`src/rtl/alu_arb_pkg.sv`:
```
// Shared definitions for the ALU sharing arbiter: ALU opcode encodings, the
// arbiter FSM state type and the default datapath width.
package alu_arb_pkg;

    localparam int DW_DEFAULT = 16;

    localparam logic [2:0] OP_ADD = 3'b000;
    localparam logic [2:0] OP_SUB = 3'b001;
    localparam logic [2:0] OP_AND = 3'b010;
    localparam logic [2:0] OP_OR  = 3'b011;
    localparam logic [2:0] OP_XOR = 3'b100;
    localparam logic [2:0] OP_NOT = 3'b101;
    localparam logic [2:0] OP_SHL = 3'b110;
    localparam logic [2:0] OP_SHR = 3'b111;

    typedef enum logic [1:0] {
        IDLE = 2'd0,
        EXEC = 2'd1,
        RESP = 2'd2
    } arb_state_t;

endpackage

```
`src/rtl/rr_arbiter.sv`:
```
// Combinational round-robin arbiter.
// Searches req starting one past last_grant (wrapping), so the previous winner
// has the lowest priority.
// Ports:
//   req        in  NUM_REQ  request vector
//   last_grant in  IW       index of the previous winner
//   enable     in  1        when low, no grant is issued
//   grant      out NUM_REQ  one-hot winner (zero if none)
//   grant_idx  out IW       encoded winner index (zero if none)
module rr_arbiter
    import alu_arb_pkg::*;
#(
    parameter int NUM_REQ = 4,
    parameter int IW      = $clog2(NUM_REQ)
) (
    input  logic [NUM_REQ-1:0] req,
    input  logic [IW-1:0]      last_grant,
    input  logic               enable,
    output logic [NUM_REQ-1:0] grant,
    output logic [IW-1:0]      grant_idx
);

    int   cand;
    logic found;

    always_comb begin
        grant     = '0;
        grant_idx = '0;
        found     = 1'b0;
        cand      = 0;
        for (int k = 1; k <= NUM_REQ; k++) begin
            cand = int'(last_grant) + k;
            if (cand >= NUM_REQ) begin
                cand = cand - NUM_REQ;
            end
            if (enable && !found && req[cand]) begin
                found       = 1'b1;
                grant[cand] = 1'b1;
                grant_idx   = IW'(cand);
            end
        end
    end

endmodule

```
`src/rtl/alu_share_arbiter.sv`:
```
// Shares one combinational ALU between NUM_REQ requesters using round-robin
// arbitration. A granted request is registered onto the ALU inputs, the ALU
// result is captured one cycle later and presented as a response until the
// consumer accepts it.
//
// Optional feature: define ALU_ARB_FLAGS_EN to add resp_zero / resp_neg flag
// outputs captured alongside resp_data.
//
// Ports:
//   clk, rst_n                  clock, async active-low reset
//   req_valid/req_ready         per-requester request handshake (ready one-hot)
//   req_a/req_b/req_op/req_operand  flattened per-requester payload
//   alu_a/alu_b/alu_op/alu_operand  registered ALU inputs
//   alu_result                  ALU combinational output
//   resp_valid/resp_ready       response handshake
//   resp_data/resp_id           captured result and owning requester
//   resp_zero/resp_neg          result flags (ALU_ARB_FLAGS_EN only)
//   busy                        high whenever not IDLE
//   ops_done                    completed-response counter, wraps
//
// state | meaning
// IDLE  | arbitrating; req_ready shows the winner, handshake latches payload
// EXEC  | ALU inputs stable; result captured at end of cycle
// RESP  | response presented; waits for resp_ready
module alu_share_arbiter
    import alu_arb_pkg::*;
#(
    parameter int NUM_REQ = 4,
    parameter int DW      = DW_DEFAULT,
    parameter int ID_W    = $clog2(NUM_REQ)
) (
    input  logic                  clk,
    input  logic                  rst_n,
    input  logic [NUM_REQ-1:0]    req_valid,
    output logic [NUM_REQ-1:0]    req_ready,
    input  logic [NUM_REQ*DW-1:0] req_a,
    input  logic [NUM_REQ*DW-1:0] req_b,
    input  logic [NUM_REQ*3-1:0]  req_op,
    input  logic [NUM_REQ-1:0]    req_operand,
    output logic [DW-1:0]         alu_a,
    output logic [DW-1:0]         alu_b,
    output logic [2:0]            alu_op,
    output logic                  alu_operand,
    input  logic [DW-1:0]         alu_result,
    output logic                  resp_valid,
    input  logic                  resp_ready,
    output logic [DW-1:0]         resp_data,
    output logic [ID_W-1:0]       resp_id,
`ifdef ALU_ARB_FLAGS_EN
    output logic                  resp_zero,
    output logic                  resp_neg,
`endif
    output logic                  busy,
    output logic [15:0]           ops_done
);

    arb_state_t          state;
    logic [ID_W-1:0]     last_grant;
    logic [NUM_REQ-1:0]  grant;
    logic [ID_W-1:0]     grant_idx;

    rr_arbiter #(
        .NUM_REQ (NUM_REQ),
        .IW      (ID_W)
    ) u_rr (
        .req        (req_valid),
        .last_grant (last_grant),
        .enable     (state == IDLE),
        .grant      (grant),
        .grant_idx  (grant_idx)
    );

    // A grant is only issued to a valid requester, so any grant is a handshake.
    assign req_ready = grant;

    always_ff @(posedge clk or negedge rst_n) begin
        if (!rst_n) begin
            state       <= IDLE;
            last_grant  <= ID_W'(NUM_REQ - 1);
            alu_a       <= '0;
            alu_b       <= '0;
            alu_op      <= OP_ADD;
            alu_operand <= 1'b0;
            resp_valid  <= 1'b0;
            resp_data   <= '0;
            resp_id     <= '0;
            busy        <= 1'b0;
            ops_done    <= 16'd0;
`ifdef ALU_ARB_FLAGS_EN
            resp_zero   <= 1'b0;
            resp_neg    <= 1'b0;
`endif
        end else begin
            case (state)
                IDLE: begin
                    if (|grant) begin
                        alu_a       <= req_a[grant_idx*DW +: DW];
                        alu_b       <= req_b[grant_idx*DW +: DW];
                        alu_op      <= req_op[grant_idx*3 +: 3];
                        alu_operand <= req_operand[grant_idx];
                        resp_id     <= grant_idx;
                        last_grant  <= grant_idx;
                        busy        <= 1'b1;
                        state       <= EXEC;
                    end
                end
                EXEC: begin
                    resp_data  <= alu_result;
`ifdef ALU_ARB_FLAGS_EN
                    resp_zero  <= (alu_result == '0);
                    resp_neg   <= alu_result[DW-1];
`endif
                    resp_valid <= 1'b1;
                    state      <= RESP;
                end
                RESP: begin
                    if (resp_ready) begin
                        resp_valid <= 1'b0;
                        busy       <= 1'b0;
                        ops_done   <= ops_done + 16'd1;
                        state      <= IDLE;
                    end
                end
                default: begin
                    resp_valid <= 1'b0;
                    busy       <= 1'b0;
                    state      <= IDLE;
                end
            endcase
        end
    end

endmodule

```
`config.mk`:
```
export PLATFORM = sky130hd
export DESIGN_NAME = alu_share_arbiter
export DESIGN_NICKNAME = d
export VERILOG_FILES = /design/src/rtl/alu_arb_pkg.sv /design/src/rtl/rr_arbiter.sv /design/src/rtl/alu_share_arbiter.sv
export SDC_FILE = /design/constraint.sdc
export NUM_CORES = 1
export LEC_CHECK = 0
export ABC_AREA = 1
export CAP_MARGIN = 15
export CORE_AREA = 2 2 115 117
export DETAILED_ROUTE_END_ITERATION = 16
export DIE_AREA = 0 0 117 119
export GPL_TIMING_DRIVEN = 0
export HOLD_SLACK_MARGIN = 0.03
export PLACE_DENSITY_LB_ADDON = 0.15
export RECOVER_POWER = 25
export SYNTH_ARGS = -nofsm -noshare
export SYNTH_HDL_FRONTEND = slang
export SYNTH_HIERARCHICAL = 1
export SYNTH_SLANG_ARGS = --single-unit
```
`constraint.sdc`:
```
create_clock -name clk -period 2.52 [get_ports clk]
set_input_delay 0.252 -clock clk [delete_from_list [all_inputs] [get_ports clk]]
set_output_delay 0.252 -clock clk [all_outputs]
set_load 0.02 [all_outputs]
```
==> flow_summary.rst, run 1 <==
.. list-table::
   :header-rows: 1

   * - Metric
     - Value
   * - Share of synthesized area occupied by flip-flops and latches
     - 42.2%
   * - Setup repair after global routing missed its margin
     - yes
   * - Status
     - finished with violations
   * - Top flip-flop cell by instance count after synthesis
     - sky130_fd_sc_hd__dfrtp_1
   * - Clock skew after layout
     - 0.00630 ns
   * - Count of routing violations after the opening detailed-route iteration
     - 299
   * - Pins Over Slew Limit
     - 0
   * - Worst slew pin tran
     - roughly 0.97 ns
   * - Hold Path Class
     - reg -> reg
   * - Crit end category
     - flip-flop
   * - Highest-delay cell along the critical path
     - sky130_fd_sc_hd__dfstp_2
   * - Final Hold Fails
     - 0
   * - Gp weighted congestion
     - 0.897
   * - Dominant cells by area after synthesis
     - sky130_fd_sc_hd__dfrtp_1 41%, sky130_fd_sc_hd__nand2_1 14%, sky130_fd_sc_hd__o21ai_0 7.0%, sky130_fd_sc_hd__nor2_1 6.9%, sky130_fd_sc_hd__o22ai_1 5.0%
   * - Site row count
     - 42
   * - Async S/R FF share, synth
     - 100%
   * - Aggregate global-route resource usage
     - about a quarter
   * - Final standard cell area without fillers
     - 0.00825 sq mm
   * - Violated checks
     - negative setup slack
   * - Post-synthesis simple-gate area fraction
     - between 20% and 30%
   * - CTS H-tree depth
     - 3
   * - Post-DP HPWL
     - 12800 um
   * - Commonest non-fill, non-tap cells in the layout
     - 237 x sky130_fd_sc_hd__clkdlybuf4s50_1, 164 x sky130_fd_sc_hd__nand2_1, 74 x sky130_fd_sc_hd__dfrtp_1
   * - Fraction of synthesized area in multiplexers
     - 4.24%
   * - Maximum number of pins on one net before global-route repair
     - 43
   * - Number of flops mapped to enable cells by yosys
     - 0
   * - Core region area
     - 0.0129 sq mm
   * - Adder-cell share of the synthesized area
     - 2.22%
   * - # Max-Cap Violations
     - 0
   * - Placed instance area
     - 0.00722 sq mm
   * - Synthesized flop and latch total
     - between 70 and 80
   * - Post-Synthesis Cells
     - 596
   * - Bufs and invs on worst path
     - 5
   * - Critical path's largest stage delay
     - 0.58 ns
   * - Type of element launching the critical path
     - flip-flop
   * - Final cell count without fillers
     - around 1100
   * - Post-DR vias/cell
     - between 5 and 6
   * - Data arrival time at the worst-slack endpoint
     - 2.89 ns
   * - Share of the synthesized area in the top cell type
     - 41.0%
   * - Post-CTS clock slew at the launch and capture registers of the worst setup and hold paths
     - approximately 0.06 ns
   * - Warnings, synthesis
     - 6
   * - Leading cell type in the layout, fill and taps excluded
     - sky130_fd_sc_hd__clkdlybuf4s50_1
   * - Inst Count DP
     - approximately 1000
   * - Total Die Area
     - roughly 0.014 sq mm
   * - Maximum clock insertion buffer count
     - 2
   * - Number of nets in the finished design
     - between 1000 and 1500
   * - Starting Density
     - 35.1%
   * - Number of antenna repair diodes
     - 0
   * - Count of cell types in the netlist
     - 30
   * - Number of global-route vias before repair
     - 5200
   * - Aggregate negative setup slack
     - -1.33 ns
   * - Post-detailed-route DRC marker count
     - 0
   * - Final worst setup slack
     - -0.0932 ns
   * - Total wire length after detailed routing
     - between 15000 and 20000 um
   * - Post-synthesis cell type with the largest combined area
     - sky130_fd_sc_hd__dfrtp_1
   * - TritonCTS Buffers
     - 9
   * - Synthesized area per cell
     - 7.58 sq um
   * - Number of primary I/O pins
     - 243
   * - Clock latency reported for the late side of the worst-skew pair
     - 0.34 ns
   * - Max Freq
     - 0.383 GHz
   * - Number of routed nets with antenna violations
     - 0
   * - Routed WL per cell
     - 16.6 um
   * - Gate family responsible for the most delay along the worst path
     - simple AND/OR/NAND/NOR gates
   * - Dominant combinational cell family by area after synthesis
     - simple AND/OR/NAND/NOR gates
   * - Final setup violating endpoints
     - 32
   * - Die width
     - 117 um
   * - Detailed-router iteration count before antenna repair
     - 7
   * - Power density of the placed cells
     - 1620 mW/mm^2
   * - Area Overhead vs Synth
     - 82.7%
   * - Clock sink count
     - 76
   * - Fraction of final layout cells with drive strength greater than 1
     - between 20 and 25%
   * - Root buffer cell
     - sky130_fd_sc_hd__clkbuf_16
   * - Critical path peak fanout
     - 10
   * - Cell breakdown of the critical path
     - inv_6 -> ha_4 -> nand3_1 -> and2_4 -> buf_6 -> nor2_4 -> nand3_1 -> nand3_2 -> nor2_1 -> nand3_2 -> nand2_4 -> inv_2 -> buf_8 -> buf_8 -> nand2_1 -> nand2_1
   * - LEAKAGE
     - 3.63 nW
   * - Area fraction in compound gates after synthesis
     - between 10% and 20%
   * - Die height
     - 119 um
   * - TritonCTS clock tree
     - done
   * - Syn Nets
     - slightly below 800
   * - Routed vias
     - 5272
   * - Number of antenna violations at the first check in global routing
     - 0
   * - Fraction of synthesized cell area in xor and xnor cells
     - under 10%
   * - Total power consumption of the routed design
     - between 10 and 15 mW
   * - Wire length of the first global-routing pass
     - 26400 um
   * - Buffers on Ports
     - 242
   * - Final cycle utilization of the critical path
     - 104%
   * - Final critical path time including I/O delays and setup
     - 2.61 ns
   * - Worst vdd ir
     - 831 uV
   * - WS Path Type
     - reg -> reg
   * - Global route overflow
     - 0
   * - Data required, critical path
     - roughly 2.8 ns
   * - Slew Limit Headroom
     - 35.4%
   * - Post-Syn Area
     - 0.00452 sq mm
[kinds of logic after synthesis]
kind of cell | Yosys count
xor+xnor | 11
fa+ha+maj | 8
buf+inv | 62
flops | 76
mux | 17
compound gates | 111
simple gates | 311
[sequential cells by signal (all words and copies together), names as in the netlist]
register and count:
resp_valid 1, alu_op 3, ops_done 16, last_grant 2
state 2, resp_data 16, resp_id 2, alu_a 16
alu_b 16, alu_operand 1, busy 1
[path summary, 6_finish.rpt]
kind                                from     endpoint  slack [ns]  depth (start not counted)
min in group asynchronous          rst_n  ops_done[2]        0.58                          2
setup / recovery           last_grant[0]    alu_op[2]       -0.09                         16
setup reg to reg           last_grant[0]    alu_op[2]       -0.09                         16
hold reg to reg                 alu_b[5]     alu_b[5]        0.48                          2
hold / removal                  alu_b[5]     alu_b[5]        0.48                          2
max in group asynchronous          rst_n  alu_operand        0.46                          3
[metrics by stage]
stage / hold slack (ns) / setup WS (ns) / utilization [%]
after floorplan: -0.0436 / 0.00873 / -
after global placement: 0.461 / -1.52 / 55.9
after detailed placement: 0.249 / -0.694 / 56.0
after CTS: 0.440 / -0.00746 / 60.8
after global routing: 0.506 / -0.183 / 64.1
final: 0.480 / -0.0932 / 64.1
[worst min-delay path, delay by kind of cell (launching register included)]
family,cells,cell delay (ns)
DFF,1,0.34
and+or+nand+nor,2,0.11
[synthesized netlist by cell type (2+ instances only)]
cell / instances
sky130_fd_sc_hd__nor3_1: 5
sky130_fd_sc_hd__buf_4: 2
sky130_fd_sc_hd__nand4_1: 10
sky130_fd_sc_hd__inv_1: 18
sky130_fd_sc_hd__buf_6: 4
sky130_fd_sc_hd__clkbuf_1: 11
sky130_fd_sc_hd__nand2_1: 164
sky130_fd_sc_hd__nand3_2: 3
sky130_fd_sc_hd__nand2_4: 2
sky130_fd_sc_hd__o22ai_1: 36
sky130_fd_sc_hd__clkbuf_2: 3
sky130_fd_sc_hd__nand3_1: 30
sky130_fd_sc_hd__nor2_4: 3
sky130_fd_sc_hd__o21ai_0: 63
sky130_fd_sc_hd__nor2_1: 83
sky130_fd_sc_hd__xnor2_1: 4
sky130_fd_sc_hd__inv_2: 7
sky130_fd_sc_hd__buf_2: 13
sky130_fd_sc_hd__ha_1: 8
sky130_fd_sc_hd__xor2_1: 7
sky130_fd_sc_hd__nor2_2: 3
sky130_fd_sc_hd__dfrtp_1: 74
sky130_fd_sc_hd__nand2_2: 5
sky130_fd_sc_hd__mux2_2: 17
sky130_fd_sc_hd__clkinv_1: 4
sky130_fd_sc_hd__o21ai_1: 12
sky130_fd_sc_hd__dfstp_2: 2
[power by group]
part | total [mW] | internal, mW | switching, mW
clock network | 1.22 | 0.696 | 0.526
registers | 2.12 | 1.80 | 0.324
logic | 10.0 | 4.54 | 5.51
[repair_timing]
| item | CTS | global route |
|---|---|---|
| gates cloned | 2 | 5 |
| hold buffers | 1 | 0 |
| pin swaps | 10 | 23 |
| buffers inserted | 12 | 3 |
| gates resized for setup | 96 | 115 |
| setup endpoints to repair | 46 | 45 |
| endpoints found under the hold margin | 34 | 0 |
[final cells by class]
type	count	area, sq um
repair buffers	265	2650
clock inverters	5	35.0
clock buffers	11	243
fillers	1106	4630
repair inverters	1	8.76
well taps	176	220
plain buffers	33	404
inverters	29	131
flip-flops and latches	76	1900
multi-input cells	458	2660
[routing by layer]
| layer | part of all wire [%] | global-route usage [%] |
|---|---|---|
| met5 | 0 | 0 |
| met2 | 51 | 42.3 |
| met4 | 2.6 | 8.82 |
| met1 | 40 | 29.8 |
| met3 | 5.7 | 4.94 |
No activity file was read; power rests on OpenSTA's default activity.
==> run 2: changes to the inputs <==
- CORE_AREA: 2 2 115 117 -> 2 2 110 112
- DIE_AREA: 0 0 117 119 -> 0 0 112 114
- SKIP_CTS_REPAIR_TIMING: default -> 1
- clock period: 2.52 -> 2.5 ns (I/O delays scaled with it)
==> run 2 against run 1 <==
The run ends with max-capacitance violations, max-slew violations, negative setup slack left. Critical endpoint is now alu_b[12]. First-iteration DRC count rose by 27%. Power rose by 0.80%. Via count rose by 0.83%. Core utilization rose by 6.3 points. Worst hold slack got worse by 0.0040 ns. Final cell count fell by 2.5%. Combinational power barely moved. Critical path depth fell by 1. Critical path type unchanged. Largest cell class unchanged.
==> flow_summary.rst, run 2 (synthesis gave the netlist of run 1 again) <==
.. list-table::
   :header-rows: 1

   * - Metric
     - Value
   * - Status
     - finished with violations
   * - Violated checks
     - max-capacitance violations, max-slew violations, negative setup slack
   * - Gate family responsible for the most delay along the worst path
     - simple AND/OR/NAND/NOR gates
   * - Buffers on Ports
     - 242 (unchanged)
   * - Bufs and invs on worst path
     - 5 (unchanged)
   * - Number of nets in the finished design
     - 1051 (+0.29%)
   * - Filler cell count in the final layout
     - 947 (-14%)
   * - Highest-delay cell along the critical path
     - sky130_fd_sc_hd__dfstp_2
   * - TritonCTS clock tree
     - done
   * - Detailed-router iteration count before antenna repair
     - 5 (-2)
   * - Slack of the worst reg-to-reg path
     - -0.21 ns (-0.12 ns)
   * - Capture point of the critical path
     - alu_b[12]
   * - Data required, critical path
     - 2.72 ns (-0.08 ns)
   * - TritonCTS Buffers
     - 9 (unchanged)
   * - Commonest non-fill, non-tap cells in the layout
     - 237 x sky130_fd_sc_hd__clkdlybuf4s50_1, 163 x sky130_fd_sc_hd__nand2_1, 74 x sky130_fd_sc_hd__dfrtp_1
   * - Worst vdd ir
     - 869 uV (+4.6%)
   * - Post-DP HPWL
     - 12700 um (-0.62%)
   * - Global route overflow
     - 0 (unchanged)
   * - Max Freq
     - 0.369 GHz (-3.7%)
   * - Total wire length after detailed routing
     - 17100 um (-2.5%)
   * - Total Die Area
     - 0.0128 sq mm (-8.3%)
   * - Type of element launching the critical path
     - flip-flop
   * - Number of antenna violations at the first check in global routing
     - 0 (unchanged)
   * - Final worst setup slack
     - -0.212 ns (-0.119 ns)
   * - Gp weighted congestion
     - 0.854 (-4.8%)
   * - WS Path Type
     - reg -> reg
   * - Pins Over Slew Limit
     - 27 (+27)
   * - CTS H-tree depth
     - 3 (unchanged)
   * - Critical path peak fanout
     - 11 (+1)
   * - Final setup violating endpoints
     - 44 (+38%)
   * - Flip-flop and latch area
     - 0.00190 sq mm (unchanged)
   * - Die width
     - 112 um (-4.3%)
   * - Clock sink count
     - 76 (unchanged)
   * - # Max-Cap Violations
     - 1 (+1)
   * - Worst R2R Start
     - last_grant[0]
   * - Setup repair after global routing missed its margin
     - yes
   * - Routed vias
     - 5316 (+0.83%)
   * - Crit end category
     - flip-flop
   * - Number of routed nets with antenna violations
     - 0 (unchanged)
   * - Leading cell type in the layout, fill and taps excluded
     - sky130_fd_sc_hd__clkdlybuf4s50_1
   * - Worst slew pin tran
     - 1.51 ns (+0.536 ns)
   * - Clock latency reported for the late side of the worst-skew pair
     - 0.33 ns (about the same)
   * - Aggregate global-route resource usage
     - 24.8% (+0.32 points)
   * - Root buffer cell
     - sky130_fd_sc_hd__clkbuf_16
   * - Clock skew after layout
     - 0.00742 ns (+0.00111 ns)
   * - Register-to-Register Path Depth
     - 15 (-1)
   * - Area Overhead vs Synth
     - 82.6% (about the same)
   * - Power density of the placed cells
     - 1640 mW/mm^2 (+0.83%)
   * - Maximum clock insertion buffer count
     - 2 (unchanged)
   * - Count of routing violations after the opening detailed-route iteration
     - 380 (+27%)
   * - Hold slack
     - 0.476 ns (-0.00401 ns)
   * - Slew Limit Headroom
     - -0.338% (-36 points)
   * - Final Hold Fails
     - 0 (unchanged)
   * - Worst setup startpoint
     - last_grant[0]
   * - Post-detailed-route DRC marker count
     - 0 (unchanged)
   * - Final cycle utilization of the critical path
     - 108% (+4.8 points)
   * - Number of antenna repair diodes
     - 0 (unchanged)
   * - Fraction of final layout cells with drive strength greater than 1
     - 21.3% (-0.073 points)
   * - Core region area
     - 0.0117 sq mm (-9.0%)
   * - Critical path's largest stage delay
     - 0.64 ns (+0.06 ns)
   * - Cell breakdown of the critical path
     - clkinv_4 -> ha_4 -> nand3_1 -> and2_4 -> buf_8 -> nor2_4 -> nand3_4 -> nand3_4 -> buf_12 -> inv_12 -> buf_6 -> o21ai_2 -> o22ai_1 -> nand2_1 -> nand2_1
   * - Site row count
     - 40 (-4.8%)
   * - Post-CTS clock slew at the launch and capture registers of the worst setup and hold paths
     - 0.06 ns (about the same)
   * - Routed WL per cell
     - 16.6 um (about the same)
   * - Number of primary I/O pins
     - 243 (unchanged)
   * - Post-DR vias/cell
     - 5.17 (+3.4%)
   * - Worst flop-to-flop path endpoint
     - alu_b[12]
   * - Wire length of the first global-routing pass
     - 25200 um (-4.5%)
   * - LEAKAGE
     - 3.65 nW (+0.57%)
   * - Multi-input gate area
     - 0.00261 sq mm (-1.6%)
   * - Aggregate negative setup slack
     - -7.62 ns (-6.29 ns)
   * - Number of global-route vias before repair
     - 5181 (-0.37%)
   * - Die height
     - 114 um (-4.2%)
   * - Starting Density
     - 38.6% (+3.5 points)
   * - Maximum number of pins on one net before global-route repair
     - 51 (+19%)
   * - Hold Path Class
     - reg -> reg
   * - Number of cells on the critical path
     - 15 (-1)
   * - Data arrival time at the worst-slack endpoint
     - 2.94 ns (+0.05 ns)
   * - Final critical path time including I/O delays and setup
     - 2.71 ns (+0.0992 ns)
-- run 2: cell types whose count changed in the layout (fill, tap and decap cells not counted), sizes merged --
cell / change
inv: -3
bufinv: +2
buf: +6
clkinv: -2
-- run 2: cell type report --
class | instances | area share (%)
repair buffers | 269 | 32.8
multi-input cells | 458 | 31.7
flip-flops and latches | 76 | 23.1
plain buffers | 33 | 4.51
clock buffers | 13 | 3.28
well taps | 147 | 2.23
inverters | 29 | 1.59
clock inverters | 3 | 0.819
-- run 2: how the worst min path moves through the flow --
| stage | start | endpoint | slack (ns) | cells past startpoint |
|---|---|---|---|---|
| 6_report | alu_op[1] | alu_op[1] | 0.48 | 2 |
| 5_1_grt | alu_a[3] | alu_a[3] | 0.50 | 2 |
| 4_1_cts | rst_n | alu_b[3] | -0.15 | 1 |
| 3_5_place_dp | rst_n | alu_b[5] | 0.20 | 1 |
| 3_3_place_gp | alu_operand | alu_operand | 0.46 | 2 |
| 2_1_floorplan | rst_n | alu_a[0] | -0.05 | 0 |
-- run 2: through the flow --
stage                     setup slack [ns]  instances  instance area [sq um]  power [mW]  utilization, %
after floorplan                    0.00672        596                   4560        6.96               -
after global placement               -1.47        985                   7160        9.50            61.2
after detailed placement            -0.631        986                   7190        9.69            61.4
after CTS                           -0.645       1002                   7520        11.2            64.3
after global routing                -0.366       1028                   8250        14.5            70.4
final                               -0.212       1028                   8250        13.5            70.4
-- run 2: per-layer routing --
| metal | up-vias | track usage, % | part of all wire, % |
|---|---|---|---|
| met5 | - | 0 | 0 |
| met4 | 0 | 11.8 | 3.5 |
| met3 | 47 | 5.74 | 6.4 |
| met2 | 218 | 44.2 | 51 |
| met1 | 2513 | 28.2 | 39 |
| li1 | 2538 | - | - |
-- run 2: tightest hold or removal path, delay by kind of cell, from the launching register on --
family / cells / cell delay (ns)
AND/OR/NAND/NOR: 2 / 0.10
flip-flops: 1 / 0.34
-- run 2: power breakdown --
group | internal [mW] | total (mW) | switching, mW
Combinational | 4.52 | 9.90 | 5.38
Sequential | 1.81 | 2.15 | 0.340
Clock | 0.956 | 1.45 | 0.492
==> run 3: changes to the inputs <==
- SKIP_CTS_REPAIR_TIMING: 1 -> default
==> run 3 against run 2 <==
The run still ends with max-capacitance violations, max-slew violations, negative setup slack left. Sequential share of layout area is 0.16 points higher. Clock power hardly changed. Largest cell class unchanged. Largest power group unchanged. Global-route usage is 1.1 points higher. Critical endpoint is now alu_a[4]. Cell area is 0.70% lower. Worst hold slack better by 0.00062 ns.
==> flow_summary.rst, run 3 (synthesis gave the netlist of run 1 again) <==
.. list-table::
   :header-rows: 1

   * - Metric
     - Value
   * - Inst Count DP
     - 986 (unchanged)
   * - Number of global-route vias before repair
     - 5368 (+3.6%)
   * - Final cell count without fillers
     - 1023 (-0.49%)
   * - Maximum clock insertion buffer count
     - 2 (unchanged)
   * - Aggregate global-route resource usage
     - 25.9% (+1.1 points)
   * - Final setup violating endpoints
     - 37 (-16%)
   * - Maximum number of pins on one net before global-route repair
     - 51 (unchanged)
   * - Total wire length after detailed routing
     - 17100 um (+0.32%)
   * - Data arrival time at the worst-slack endpoint
     - 2.82 ns (-0.12 ns)
   * - Post-DR vias/cell
     - 5.21 (+0.68%)
   * - Routed metal-1 wire length
     - 6600 um (-0.50%)
   * - Worst slew pin tran
     - 1.52 ns (+0.0168 ns)
   * - Hold slack
     - 0.477 ns (+0.000620 ns)
   * - Global route overflow
     - 0 (unchanged)
   * - Number of nets in the finished design
     - 1046 (-0.48%)
   * - Worst vdd ir
     - 1010 uV (+16%)
   * - Filler cell count in the final layout
     - 951 (+0.42%)
   * - Worst R2R Start
     - last_grant[0]
   * - Placed instance area
     - 0.00719 sq mm (unchanged)
   * - Clock skew after layout
     - 0.00697 ns (-0.000443 ns)
   * - Crit end category
     - flip-flop
   * - Post-DP HPWL
     - 12700 um (unchanged)
   * - Final cycle utilization of the critical path
     - 104% (-4.6 points)
   * - Wire length of the first global-routing pass
     - 26300 um (+4.2%)
   * - Setup repair after global routing missed its margin
     - yes
   * - Critical path's largest stage delay
     - 0.59 ns (-0.05 ns)
   * - Post-place setup slack
     - -0.631 ns (unchanged)
   * - Final Hold Fails
     - 0 (unchanged)
   * - Worst flop-to-flop path endpoint
     - alu_a[4]
   * - Critical path peak fanout
     - 10 (-1)
   * - # Max-Cap Violations
     - 1 (unchanged)
   * - Total power consumption of the routed design
     - 13.4 mW (-0.69%)
   * - Hold Path Class
     - reg -> reg
   * - Power density of the placed cells
     - 1640 mW/mm^2 (about the same)
   * - Number of cells on the critical path
     - 16 (+1)
   * - Die width
     - 112 um (unchanged)
   * - Violated checks
     - max-capacitance violations, max-slew violations, negative setup slack
   * - Post-CTS clock slew at the launch and capture registers of the worst setup and hold paths
     - 0.06 ns (about the same)
   * - Worst setup startpoint
     - last_grant[0]
   * - Cell count of the worst hold path
     - 2 (unchanged)
   * - Register-to-Register Path Depth
     - 16 (+1)
   * - TritonCTS clock tree
     - done
   * - Number of routed nets with antenna violations
     - 0 (unchanged)
   * - Capture point of the critical path
     - alu_a[4]
   * - Final worst setup slack
     - -0.0982 ns (+0.114 ns)
   * - Detailed-router iteration count before antenna repair
     - 5 (unchanged)
   * - Amount of wire on met2 after detailed routing
     - 8770 um (+0.32%)
   * - Slack of the worst reg-to-reg path
     - -0.1 ns (+0.11 ns)
   * - TritonCTS Buffers
     - 9 (unchanged)
   * - Aggregate negative setup slack
     - -2.02 ns (+5.60 ns)
   * - Max Freq
     - 0.385 GHz (+4.4%)
   * - Final standard cell area without fillers
     - 0.00819 sq mm (-0.70%)
   * - Routed vias
     - 5326 (+0.19%)
   * - Site row count
     - 40 (unchanged)
   * - Highest-delay cell along the critical path
     - sky130_fd_sc_hd__dfstp_2
   * - Leading cell type in the layout, fill and taps excluded
     - sky130_fd_sc_hd__clkdlybuf4s50_1
   * - Number of antenna violations at the first check in global routing
     - 0 (unchanged)
   * - Count of routing violations after the opening detailed-route iteration
     - 340 (-11%)
   * - Routed WL per cell
     - 16.7 um (+0.81%)
   * - Core region area
     - 0.0117 sq mm (unchanged)
   * - Number of primary I/O pins
     - 243 (unchanged)
   * - Post-route core utilization
     - 69.9% (-0.49 points)
   * - Buffers on Ports
     - 242 (unchanged)
   * - LEAKAGE
     - 3.62 nW (-0.88%)
   * - Gp weighted congestion
     - 0.854 (unchanged)
   * - WS Path Type
     - reg -> reg
   * - Gate family responsible for the most delay along the worst path
     - simple AND/OR/NAND/NOR gates
   * - CTS H-tree depth
     - 3 (unchanged)
   * - Max layer used
     - met4
   * - Type of element launching the critical path
     - flip-flop
   * - Data required, critical path
     - 2.72 ns (about the same)
   * - Cell breakdown of the critical path
     - inv_6 -> ha_4 -> inv_4 -> nand3_1 -> and2_4 -> buf_6 -> nor2_4 -> nand3_4 -> nand3_4 -> buf_12 -> inv_12 -> clkbuf_16 -> o21ai_1 -> o22ai_1 -> nand2_1 -> nand2_1
   * - Total Die Area
     - 0.0128 sq mm (unchanged)
   * - Slew Limit Headroom
     - -1.46% (-1.1 points)
   * - Die height
     - 114 um (unchanged)
   * - Launch point of the worst hold path
     - alu_operand
   * - Starting Density
     - 38.6% (unchanged)
   * - Area Overhead vs Synth
     - 81.3%
   * - Commonest non-fill, non-tap cells in the layout
     - 237 x sky130_fd_sc_hd__clkdlybuf4s50_1, 160 x sky130_fd_sc_hd__nand2_1, 74 x sky130_fd_sc_hd__dfrtp_1
   * - Met3 layer wire length in the routed design
     - 1150 um (+4.5%)
   * - Post-detailed-route DRC marker count
     - 0 (unchanged)
   * - Fraction of final layout cells with drive strength greater than 1
     - 20.0% (-1.4 points)
   * - Bufs and invs on worst path
     - 6 (+1)
   * - Pins Over Slew Limit
     - 28 (+3.7%)
   * - Clock latency reported for the late side of the worst-skew pair
     - 0.33 ns (about the same)
   * - Root buffer cell
     - sky130_fd_sc_hd__clkbuf_16
   * - Number of antenna repair diodes
     - 0 (unchanged)
   * - Clock sink count
     - 76 (unchanged)
   * - Status
     - finished with violations
   * - Final critical path time including I/O delays and setup
     - 2.60 ns (-0.114 ns)
==> run 3: layer usage <==
metal  track usage (%)  vias up
li1                  -     2521
met2              46.8      222
met1              29.5     2537
met5                 0        -
met4              11.4        0
met3              5.74       46
==> run 3: area by class of cell <==
class / instances / area [sq um] / share of cell area [%]
buffer: 33 / 399 / 4.87
clock buffer: 13 / 270 / 3.30
clock inverter: 3 / 67.6 / 0.825
inverter: 29 / 134 / 1.64
multi-input combinational: 458 / 2600 / 31.8
sequential: 76 / 1900 / 23.3
tap: 147 / 184 / 2.25
timing repair buffer: 264 / 2630 / 32.1
==> run 3: worst min path at each step <==
stage,to,slack [ns]
final,alu_operand,0.48
after CTS,alu_b[3],0.40
after global routing,alu_a[3],0.50
after global placement,alu_operand,0.46
after floorplan,alu_a[0],-0.05
after detailed placement,alu_b[5],0.20
==> run 3: worst min-delay path, stage by stage (launching register included) <==
cell and delay, ns:
sky130_fd_sc_hd__dfrtp_1 0.34, sky130_fd_sc_hd__nand2_1 0.05, sky130_fd_sc_hd__nand2_1 0.06
==> run 3: where the power goes <==
part	internal [mW]	switching (mW)	leakage [nW]
combinational	4.43	5.38	2.52
clock	0.956	0.489	0.162
sequential	1.81	0.331	0.935
==> run 3: what timing repair did <==
item                                    in CTS  in global routing
pin swaps                                   12                 17
endpoints found under the hold margin       26                  0
cloned                                       3                  1
hold buffers                                 1                  0
buffers inserted                            11                  5
resized for setup                          126                 69
endpoints found under the setup margin      46                 43
